File: config.mk
export PLATFORM = sky130hd
export DESIGN_NAME = fetch_unit
export DESIGN_NICKNAME = d
export VERILOG_FILES = /design/src/rtl/fetch_unit.sv
export SDC_FILE = /design/constraint.sdc
export NUM_CORES = 1
export LEC_CHECK = 0
export BUFFER_PORTS_ARGS = -buffer_cell sky130_fd_sc_hd__buf_2
export CAP_MARGIN = 10
export CORE_UTILIZATION = 52
export DETAILED_ROUTE_END_ITERATION = 16
export GPL_TIMING_DRIVEN = 0
export PLACE_DENSITY_LB_ADDON = 0.15
export SETUP_SLACK_MARGIN = 0.2
export SLEW_MARGIN = 0
export SYNTH_ARGS = -nofsm -noshare
export SYNTH_HDL_FRONTEND = slang
export SYNTH_SLANG_ARGS = --single-unit
export TNS_END_PERCENT = 100
File: constraint.sdc
create_clock -name clk -period 2.6 [get_ports clk]
set_clock_uncertainty 0.2 [all_clocks]
set_input_delay 0.13 -clock clk [delete_from_list [all_inputs] [get_ports clk]]
set_output_delay 0.13 -clock clk [all_outputs]
set_load 0.1 [all_outputs]
File: src/rtl/fetch_unit.sv
// Instruction fetch stage: owns the program counter, presents one registered
// instruction per cycle to the controller and applies stall, flush and PC redirects.
module fetch_unit #(
  parameter logic [7:0] RESET_PC = 8'h00,
  parameter logic [7:0] NOP      = 8'h00
) (
  input  logic        clk,
  input  logic        rst_n,
  input  logic [2:0]  pccontrol,
  input  logic        flush,
  input  logic [7:0]  target,
  input  logic        stall,
  input  logic [7:0]  imem_rdata,
  input  logic        imem_ready,
  output logic [7:0]  imem_addr,
  output logic [7:0]  instr,
  output logic [7:0]  prevInstr,
  output logic        instr_valid,
  output logic        halted,
  output logic [15:0] fetch_count
);

  typedef enum logic {StRun, StHalt} state_e;

  state_e      state_q, state_d;
  logic [7:0]  pc_q, pc_d;
  logic [7:0]  instr_q, instr_d;
  logic [7:0]  prev_q, prev_d;
  logic        valid_q, valid_d;
  logic [15:0] count_q, count_d;

  logic [2:0]  eff_cmd;
  logic        cmd_rel, cmd_abs, cmd_halt;

  // A bubble in instr carries no command; unknown encodings fall back to sequential.
  assign eff_cmd  = valid_q ? pccontrol : 3'b000;
  assign cmd_rel  = (eff_cmd == 3'b001);
  assign cmd_abs  = (eff_cmd == 3'b010);
  assign cmd_halt = (eff_cmd == 3'b100);

  always_comb begin
    state_d = state_q;
    pc_d    = pc_q;
    instr_d = instr_q;
    prev_d  = prev_q;
    valid_d = valid_q;
    count_d = count_q;
    unique case (state_q)
      StRun: begin
        if (!stall) begin
          if (cmd_halt) begin
            state_d = StHalt;
            instr_d = NOP;
            valid_d = 1'b0;
          end else begin
            // Redirects win over imem_ready so a taken branch is never dropped.
            // An 8-bit add is the same as adding the sign-extended offset modulo 256.
            if (cmd_rel) begin
              pc_d = pc_q + target;
            end else if (cmd_abs) begin
              pc_d = target;
            end else if (flush || imem_ready) begin
              pc_d = pc_q + 8'd1;
            end

            if (flush || !imem_ready) begin
              instr_d = NOP;
              valid_d = 1'b0;
            end else begin
              instr_d = imem_rdata;
              valid_d = 1'b1;
              count_d = count_q + 16'd1;
              if (valid_q) begin
                prev_d = instr_q;
              end
            end
          end
        end
      end
      StHalt: begin
        state_d = StHalt;
      end
    endcase
  end

  always_ff @(posedge clk or negedge rst_n) begin
    if (!rst_n) begin
      state_q <= StRun;
      pc_q    <= RESET_PC;
      instr_q <= NOP;
      prev_q  <= NOP;
      valid_q <= 1'b0;
      count_q <= 16'h0000;
    end else begin
      state_q <= state_d;
      pc_q    <= pc_d;
      instr_q <= instr_d;
      prev_q  <= prev_d;
      valid_q <= valid_d;
      count_q <= count_d;
    end
  end

  assign imem_addr   = pc_q;
  assign instr       = instr_q;
  assign prevInstr   = prev_q;
  assign instr_valid = valid_q;
  assign halted      = (state_q == StHalt);
  assign fetch_count = count_q;

endmodule

==> out/results.tsv <==
stage	metric	value	unit
run_status	status	completed	
timing	layout_min_cycle_time	2.31	ns
critical_path	critical_path_class	reg -> reg	
drt	dr.pass1.iters	4	
critical_path	critPathTopFamily	compound AO/OA/AOI/OAI gates	
critical_path	cp_cell_sequence	ha_1 > inv_1 > fa_2 > nor2b_2 > o31a_1 > o22ai_1 > a31o_2 > o32a_1	
drt	via_per_inst	5.54	
finish	drive_gt1_share	33.0	%
clocking	clk_pin_slew	0.08	ns
clocking	htree_levels	2	
global_routing	antenna_found_initial	0	
global_routing	grt_first_pass_wirelength	7840	µm
timing	rsz0062_at_grt	false	
floorplan	io-pin-count	66	
floorplan	core_area	4120	µm²
critical_path	endpoint_kind	register	
logic_synthesis	async_flop_share	100	%
floorplan	dieHeight	68.3	µm
logic_synthesis	ys_ff_latch	42	
drt	vias	1954	
clocking	cts_root_buf	clkbuf_8	
logic_synthesis	yosysWarnings	0	
finish	syn_to_final_growth	26.6	%
timing	hold_viol_final	0	
finish	antenna-diode-count	0	
floorplan	row_count	23	
critical_path	cp-start-kind	register	
global_routing	grt.total_usage	23.1	%
logic_synthesis	synth.avg_cell_area	10.4	µm²
logic_synthesis	synth_enable_flop_cells	0	
critical_path	slowest_delay	0.41	ns
logic_synthesis	synth_fp_nets	253	
clocking	cts_tree	done	
critical_path	cp_max_fo	2	
clocking	cts_buffer_depth	2	
floorplan	dieArea	4660	µm²
placed_design	numPortBuffers	65	
drt	postRouteAntennaNets	0	
logic_synthesis	ys_seq_area_share	46.0	%
finish	utilization	70.3	%
critical_path	required	2.58	ns
logic_synthesis	synth_area	2280	µm²
floorplan	initial_utilization	55.5	%
timing	slew_violations	0	
timing	finalSetupViolations	0	
drt	drc	0	
critical_path	worstReg2RegStart	imem_addr[0]	
logic_synthesis	ys.flop_type	dfrtp_1	
clocking	clk_latency	0.29	ns
global_routing	grt_pass1_vias	1803	
global_routing	grt_max_degree	43	
finish	mostFrequentLayoutCells	66 x buf_2, 34 x dfrtp_1, 17 x nand2_1	
drt	routed_wirelength	5120	µm
critical_path	crit_slowest_cell	dfrtp_4	
drt	wl_per_cell	14.5	µm
job	cap_viol_max_count	0	
clocking	cts_sinks	42	
timing	max_slew.worst_pin.slew	0.919	ns
timing	tns	0	ns
placed_design	place_congestion	0.859	
timing	max_freq	0.433	GHz
clocking	numCtsBuffers	5	
timing	slew_headroom	37.7	%
pwr	p_leak	1.41	nW
pwr	p_total	3.48	mW
hold_path	min_from	target[0]	
logic_synthesis	synthCells	219	
finish	layout.nets	336	
pwr	worst_ir_drop_vdd	0.674	mV
floorplan	die_w	68.3	µm
pwr	power_density	1200	nW/µm²
timing	fin_crit_sh	88.8	%
finish	mostFrequentLayoutCell	buf_2	
drt	drt_iter0_drc	136	
hold_path	worstHoldPathType	in -> reg	
critical_path	crit_start	imem_addr[0]	
critical_path	worst-path-buf-inv	1	
global_routing	overflow	0	
placed_design	dp_hpwl	3700	µm
logic_synthesis	synth_cell_types	46	
critical_path	cp.arrival	2.29	ns
==> cells by family after synthesis <==
logic type	count (synthesis)	synth area share (%)
muxes	11	5.37
adders and majority gates	10	5.81
xor gates and xnor gates	24	9.21
AOI/OAI and AO/OA	46	14.3
buffers and inverters	12	2.03
DFF	42	46.0
and+or+nand+nor	74	17.3
==> flip-flops by register name (all words and copies together) (netlist names) <==
register / count
imem_addr: 8
instr: 8
instr_valid: 1
prevInstr: 8
halted: 1
fetch_count: 16
==> through the flow <==
stage	worst slack, ns	hold WS [ns]	instance area [µm²]	cells
after floorplan	0.120	-0.366	2300	219
after global placement	0.246	0.102	2680	334
after detailed placement	0.169	0.117	2680	334
after CTS	0.232	0.0186	2890	353
after global routing	0.209	0.0684	2890	353
final	0.292	0.0247	2890	353
==> layout make-up <==
type / count / area, µm²
fill: 329 / 1220
multi-input combinational: 165 / 1190
sequential: 42 / 1060
timing repair buffer: 76 / 433
clock buffer: 6 / 82.6
tap: 50 / 62.6
buffer: 6 / 23.8
inverter: 6 / 22.5
clock inverter: 2 / 12.5
==> synth_stat cells (all sizes together) (2+ instances only) <==
| master | number | area share, % |
|---|---|---|
| nand4bb | 2 | 0.99 |
| and3 | 4 | 1.1 |
| xnor2 | 15 | 5.8 |
| a31oi | 2 | 0.55 |
| nand4 | 5 | 1.4 |
| or3 | 3 | 0.82 |
| a22o | 9 | 3.5 |
| o211ai | 4 | 1.3 |
| nor2 | 16 | 2.6 |
| a211oi | 3 | 0.99 |
| clkbuf | 3 | 0.49 |
| buf | 3 | 0.55 |
| or2 | 3 | 0.82 |
| and4bb | 2 | 1.1 |
| dfrtp | 42 | 46 |
| mux2 | 10 | 4.9 |
| a21oi | 8 | 1.8 |
| nor3 | 3 | 0.66 |
| ha | 9 | 4.9 |
| inv | 6 | 0.99 |
| xor2 | 9 | 3.5 |
| nand3 | 13 | 2.8 |
| nand2 | 17 | 2.8 |
| o21ai | 8 | 1.8 |
==> per-layer routing <==
layer / GRT usage, % / up-vias / share of wire [%]
met5: 0 / - / 0
met4: 9.64 / 0 / 1.3
met3: 5.67 / 7 / 5.8
met2: 37.7 / 64 / 46
met1: 28.8 / 912 / 47
li1: - / 971 / -
==> repair_timing <==
action                                 CTS  global route
gates resized for setup                  0             2
endpoints found under the hold margin   51             0
pin swaps                                0             0
gates cloned                             0             0
buffers inserted                         1             0
setup endpoints to repair                1             1
hold buffers                            10             0
==> worst min-delay path, cell delays in order <==
cell and delay, ns:
buf_2 0.10, nand2_1 0.06, nand2_1 0.06, a22o_1 0.13
==> path summary, 6_finish.rpt <==
path	slack, ns	to	depth (start not counted)
min in group asynchronous	0.29	imem_addr[1]	2
max in group asynchronous	1.26	imem_addr[0]	2
hold / removal	0.02	imem_addr[0]	4
setup reg to reg	0.29	imem_addr[6]	8
setup / recovery	0.29	imem_addr[6]	8
hold reg to reg	0.27	fetch_count[15]	1
==> report_power, final <==
group / switching, mW / internal (mW) / leakage [nW]
Combinational: 1.56 / 0.472 / 0.837
Sequential: 0.191 / 0.817 / 0.529
Clock: 0.229 / 0.214 / 0.0472
No activity file was read; power rests on OpenSTA's default activity.
